File: config.mk
export PLATFORM = sky130hd
export DESIGN_NAME = mem_access_ctrl
export DESIGN_NICKNAME = d
export VERILOG_FILES = /design/src/rtl/mem_access_ctrl.sv
export SDC_FILE = /design/constraint.sdc
export NUM_CORES = 1
export LEC_CHECK = 0
export CAP_MARGIN = 20
export CORE_UTILIZATION = 50
export DETAILED_ROUTE_END_ITERATION = 10
export DONT_BUFFER_PORTS = 1
export PLACE_DENSITY_LB_ADDON = 0.2
export SYNTH_ARGS = -nofsm -noshare
export SYNTH_HDL_FRONTEND = slang
export SYNTH_SLANG_ARGS = --single-unit
export TNS_END_PERCENT = 50
File: constraint.sdc
create_clock -name clock -period 2.5 [get_ports clock]
set_clock_uncertainty 0.15 [all_clocks]
set_input_delay 0.125 -clock clock [delete_from_list [all_inputs] [get_ports clock]]
set_output_delay 0.125 -clock clock [all_outputs]
set_load 0.05 [all_outputs]
File: src/rtl/mem_access_ctrl.sv
// Load/store initiator between the CPU datapath and a word-wide, registered-read d_mem.
// Sub-word stores are handled as read-modify-write; misaligned or out-of-range requests return an error.
module mem_access_ctrl #(
    parameter int MemSize = 5
) (
    input  logic        clock,
    input  logic        reset_n,
    input  logic        req_valid,
    output logic        req_ready,
    input  logic        req_write,
    input  logic [1:0]  req_size,
    input  logic        req_unsigned,
    input  logic [31:0] req_addr,
    input  logic [31:0] req_wdata,
    output logic        resp_valid,
    output logic [31:0] resp_rdata,
    output logic        resp_err,
    output logic [31:0] mem_address,
    output logic [31:0] mem_write_data,
    input  logic [31:0] mem_read_data,
    output logic        mem_read,
    output logic        mem_write
);

    typedef enum logic [2:0] {
        S_IDLE,
        S_RD,
        S_CAP,
        S_WR,
        S_RESP
    } state_t;

    state_t      state_q, state_d;
    logic        resp_valid_q, resp_valid_d;
    logic        resp_err_q, resp_err_d;
    logic [31:0] resp_rdata_q, resp_rdata_d;
    logic [31:0] mem_address_q, mem_address_d;
    logic [31:0] mem_write_data_q, mem_write_data_d;
    logic        mem_read_q, mem_read_d;
    logic        mem_write_q, mem_write_d;

    // Request fields latched on accept; they only matter while the request is in flight.
    logic        write_q;
    logic [1:0]  size_q;
    logic        unsigned_q;
    logic [1:0]  lane_q;
    logic [15:0] wdata_q;

    logic        accept;
    logic        req_err;

    function automatic logic [31:0] load_format(input logic [31:0] word, input logic [1:0] size,
                                                input logic [1:0] lane, input logic uns);
        logic [7:0]  b;
        logic [15:0] h;
        b = word[{lane, 3'b000} +: 8];
        h = lane[1] ? word[31:16] : word[15:0];
        case (size)
            2'b00:   load_format = uns ? {24'd0, b} : {{24{b[7]}}, b};
            2'b01:   load_format = uns ? {16'd0, h} : {{16{h[15]}}, h};
            default: load_format = word;
        endcase
    endfunction

    function automatic logic [31:0] store_merge(input logic [31:0] word, input logic [15:0] wd,
                                                input logic [1:0] size, input logic [1:0] lane);
        logic [31:0] w;
        w = word;
        if (size == 2'b00) begin
            w[{lane, 3'b000} +: 8] = wd[7:0];
        end else begin
            w[{lane[1], 4'b0000} +: 16] = wd;
        end
        store_merge = w;
    endfunction

    assign accept  = req_valid && (state_q == S_IDLE);
    assign req_err = (req_size == 2'b11)
                  || ((req_size == 2'b01) && req_addr[0])
                  || ((req_size == 2'b10) && (req_addr[1:0] != 2'b00))
                  || ((req_addr >> (MemSize + 2)) != 32'd0);

    always_comb begin
        state_d          = state_q;
        resp_err_d       = 1'b0;
        resp_rdata_d     = resp_rdata_q;
        mem_address_d    = mem_address_q;
        mem_write_data_d = mem_write_data_q;
        case (state_q)
            S_IDLE: begin
                if (accept) begin
                    mem_address_d = {2'b00, req_addr[31:2]};
                    if (req_err) begin
                        state_d      = S_RESP;
                        resp_err_d   = 1'b1;
                        resp_rdata_d = 32'd0;
                    end else if (req_write && (req_size == 2'b10)) begin
                        state_d          = S_WR;
                        mem_write_data_d = req_wdata;
                    end else begin
                        state_d = S_RD;
                    end
                end
            end
            S_RD: state_d = S_CAP;
            // ReadData is only valid during this cycle, so it is consumed here either way.
            S_CAP: begin
                if (write_q) begin
                    state_d          = S_WR;
                    mem_write_data_d = store_merge(mem_read_data, wdata_q, size_q, lane_q);
                end else begin
                    state_d      = S_RESP;
                    resp_rdata_d = load_format(mem_read_data, size_q, lane_q, unsigned_q);
                end
            end
            S_WR: begin
                state_d      = S_RESP;
                resp_rdata_d = 32'd0;
            end
            S_RESP: state_d = S_IDLE;
            default: state_d = S_IDLE;
        endcase
        mem_read_d   = (state_d == S_RD);
        mem_write_d  = (state_d == S_WR);
        resp_valid_d = (state_d == S_RESP);
    end

    always_ff @(posedge clock) begin
        if (!reset_n) begin
            state_q          <= S_IDLE;
            resp_valid_q     <= 1'b0;
            resp_err_q       <= 1'b0;
            resp_rdata_q     <= 32'd0;
            mem_address_q    <= 32'd0;
            mem_write_data_q <= 32'd0;
            mem_read_q       <= 1'b0;
            mem_write_q      <= 1'b0;
        end else begin
            state_q          <= state_d;
            resp_valid_q     <= resp_valid_d;
            resp_err_q       <= resp_err_d;
            resp_rdata_q     <= resp_rdata_d;
            mem_address_q    <= mem_address_d;
            mem_write_data_q <= mem_write_data_d;
            mem_read_q       <= mem_read_d;
            mem_write_q      <= mem_write_d;
        end
    end

    always_ff @(posedge clock) begin
        if (accept) begin
            write_q    <= req_write;
            size_q     <= req_size;
            unsigned_q <= req_unsigned;
            lane_q     <= req_addr[1:0];
            wdata_q    <= req_wdata[15:0];
        end
    end

    assign req_ready      = (state_q == S_IDLE);
    assign resp_valid     = resp_valid_q;
    assign resp_err       = resp_err_q;
    assign resp_rdata     = resp_rdata_q;
    assign mem_address    = mem_address_q;
    assign mem_write_data = mem_write_data_q;
    assign mem_read       = mem_read_q;
    assign mem_write      = mem_write_q;

endmodule

==> results.sh <==
export IMPL_cts_buffers=17
export IMPL_drt_iter0_drc=478
export IMPL_stdcell_area_sq_um=7820
export IMPL_wirelength_mm=19.2
export IMPL_path_max_fanout=46
export IMPL_grt_max_degree=99
export IMPL_seq_area_frac_synth=0.440
export IMPL_die_area_sq_um=12600
export IMPL_cts_path_max_buffers=2
export IMPL_ff2ff_path_depth=6
export IMPL_crit_type="flip-flop to flip-flop"
export IMPL_grt_pass1_vias=5649
export IMPL_grt_pass1_wl_mm=29.9
export IMPL_die_w_um=112
export IMPL_fillerInstances=951
export IMPL_synth_edff_count=22
export IMPL_max_freq_mhz=431
export IMPL_syn_area_sq_um=6100
export IMPL_nets=881
export IMPL_r2r_start="lane_q[1]"
export IMPL_rsz0062_at_grt="false"
export IMPL_yosys_top_cells_area="dfxtp_1, nand2_1, edfxtp_1"
export IMPL_multiInputGateArea_sq_um=3130
export IMPL_finalCritPeriodShare=0.929
export IMPL_routed_via_density=6.08
export IMPL_relSlewSlack=0.500
export IMPL_synthFlopType="dfxtp_1"
export IMPL_overflow=0
export IMPL_synth_cell_types=52
export IMPL_cts_tree="yes"
export IMPL_detail_route_drc_violations=0
export IMPL_outcome="completed"
export IMPL_start_util=0.523
export IMPL_grt_usage=0.310
export IMPL_post_cts_resize_count=0
export IMPL_boundaryPins=204
export IMPL_path_clk_slew_ps=50
export IMPL_coreArea_sq_um=11700
export IMPL_p_leak_nw=3.02
export IMPL_placed_area_sq_um=6200
export IMPL_worstSetupStartpoint="lane_q[1]"
export IMPL_final_common_cell="nand2_1"
export IMPL_clock_tree_htree_level_count=4
export IMPL_num_rows=39
export IMPL_critPathLaunchType="flip-flop"
export IMPL_synth_seq_cells=123
export IMPL_ys_warn_count=0
export IMPL_fin_setup_tns_ps=0
export IMPL_hold_ws_ps=11.3
export IMPL_routedWlPerCell_um=20.7
export IMPL_clkSinkCount=123
export IMPL_instances_no_fill=930
export IMPL_max_cap_violations=0
export IMPL_num_vias=5656
export IMPL_endpoint="resp_rdata[22]"
export IMPL_syn2layout_area_growth_pct=28.1
export IMPL_ant_nets=0
export IMPL_synth_top_area_share=0.331
export IMPL_final_cell_mix="nand2_1, dlygate4sd3_1, dfxtp_1"
export IMPL_yosysTopAreaCell="dfxtp_1"
export IMPL_avgSynthCellArea_sq_um=8.91
export IMPL_die_y_um=112
export IMPL_clkLatencyLatePin_ps=420
export IMPL_setup_viol=0
export IMPL_hold_viol_final=0
export IMPL_post_cts_buffers=0
export IMPL_endpoint_kind="flip-flop"
export IMPL_r2r_slack_ps=180
export IMPL_seqCellArea_sq_um=2680
export IMPL_dp_hpwl_mm=12.6
export IMPL_slew_violations=0
export IMPL_fin_crit_ps=2320
export IMPL_port_buffers=0
export IMPL_hold_depth=4
export IMPL_arrival_ps=2520
export IMPL_dp_cells=793
export IMPL_cp_required_ps=2690
export IMPL_hold_class="input port to flip-flop"
export IMPL_r2r_end="resp_rdata[22]"
export IMPL_p_per_area_nw_per_um2=656
export IMPL_ir_drop_mv=0.532
export IMPL_gp_congestion=0.850
export IMPL_antenna_found_initial=1
export IMPL_worst_slew_pin_slew_ps=730
export IMPL_drive_gt1_frac=0.123
export IMPL_synthArstFlopShare=0
export IMPL_dr_pass1_iters=5
export IMPL_synthCells=685
export IMPL_cts_root_buf="clkbuf_16"
[synth_stat cells, types with 2 or more instances]
| master | n |
|---|---|
| o211ai_1 | 24 |
| inv_1 | 13 |
| o31a_1 | 7 |
| nand2b_1 | 4 |
| nor3_1 | 3 |
| clkbuf_1 | 35 |
| nand3_1 | 3 |
| mux2_2 | 18 |
| buf_1 | 4 |
| nor2_1 | 5 |
| buf_4 | 2 |
| nor3_2 | 2 |
| nor4_1 | 5 |
| dfxtp_1 | 101 |
| o21ai_0 | 40 |
| a21oi_1 | 54 |
| mux2i_1 | 33 |
| o22ai_2 | 10 |
| buf_2 | 11 |
| nand2_1 | 183 |
| ha_1 | 5 |
| a221oi_1 | 23 |
| edfxtp_1 | 22 |
| buf_6 | 4 |
| o221ai_1 | 8 |
| a221o_1 | 16 |
| o21ai_1 | 10 |
| o22ai_1 | 15 |
| nor2b_1 | 2 |
[registers in the layout, summed over array words and instances (netlist names)]
register,count
lane_q,2
resp_err,1
mem_address,30
state_q,3
write_q,1
resp_rdata,32
resp_valid,1
size_q,2
mem_read,1
mem_write,1
mem_write_data,32
wdata_q,16
unsigned_q,1
[power breakdown]
group	total [mW]	internal, mW	switching, mW
logic	0.586	0.256	0.330
clock network	2.31	1.40	0.910
registers	2.23	2.08	0.155
total	5.13	3.73	1.39
[worst max-delay path: stages, from the launching register on]
cell	delay (ps)
edfxtp_1	350
buf_4	420
mux2_2	280
o21ai_0	140
a211oi_4	630
a21oi_1	130
o22ai_2	140
[cell type report]
type	instances	area share
multi-input combinational	492	0.400
sequential	123	0.343
timing repair buffer	124	0.155
clock buffer	19	0.0567
tap	143	0.0229
clock inverter	13	0.0150
inverter	15	0.00720
antenna	1	0.000320
[through the flow]
| stage | util | power, mW | setup slack (ps) |
|---|---|---|---|
| final | 0.670 | 5.13 | 179 |
| after floorplan | - | 2.60 | 167 |
| after detailed placement | 0.531 | 2.66 | 174 |
| after global routing | 0.670 | 5.29 | 0.193 |
| after global placement | 0.531 | 2.65 | 227 |
| after CTS | 0.670 | 5.14 | 170 |
[worst min-delay path by stage]
stage                                  from            endpoint  slack [ps]
after CTS                           reset_n      resp_rdata[26]           3
after global routing           req_wdata[9]   mem_write_data[9]          10
final                     mem_read_data[24]  mem_write_data[24]          10
after global placement         req_unsigned          unsigned_q          70
after detailed placement      req_wdata[15]         wdata_q[15]          70
after floorplan                 req_addr[0]           lane_q[0]          70
[cell families (layout without fill, tap and decap cells)]
logic type,after synthesis,in the layout,synth area share
mux,51,51,0.0874
flops,123,123,0.440
simple gates,217,217,0.151
fa+ha+maj,5,5,0.0103
compound gates,217,217,0.259
other cells,1,3,0.000615
buf+inv,71,171,0.0521
[what timing repair did]
item	in CTS	in global routing
hold endpoints to repair	123	0
setup endpoints to repair	0	12
hold buffers	104	0
[metal layers]
layer / up-vias / global-route usage / wire (um)
met2: 283 / 0.538 / 9630
li1: 2673 / - / -
met4: 0 / 0.131 / 495
met1: 2665 / 0.351 / 7530
met3: 35 / 0.0999 / 1560
met5: - / 0 / 0
Power figures use the tool's default switching activity.
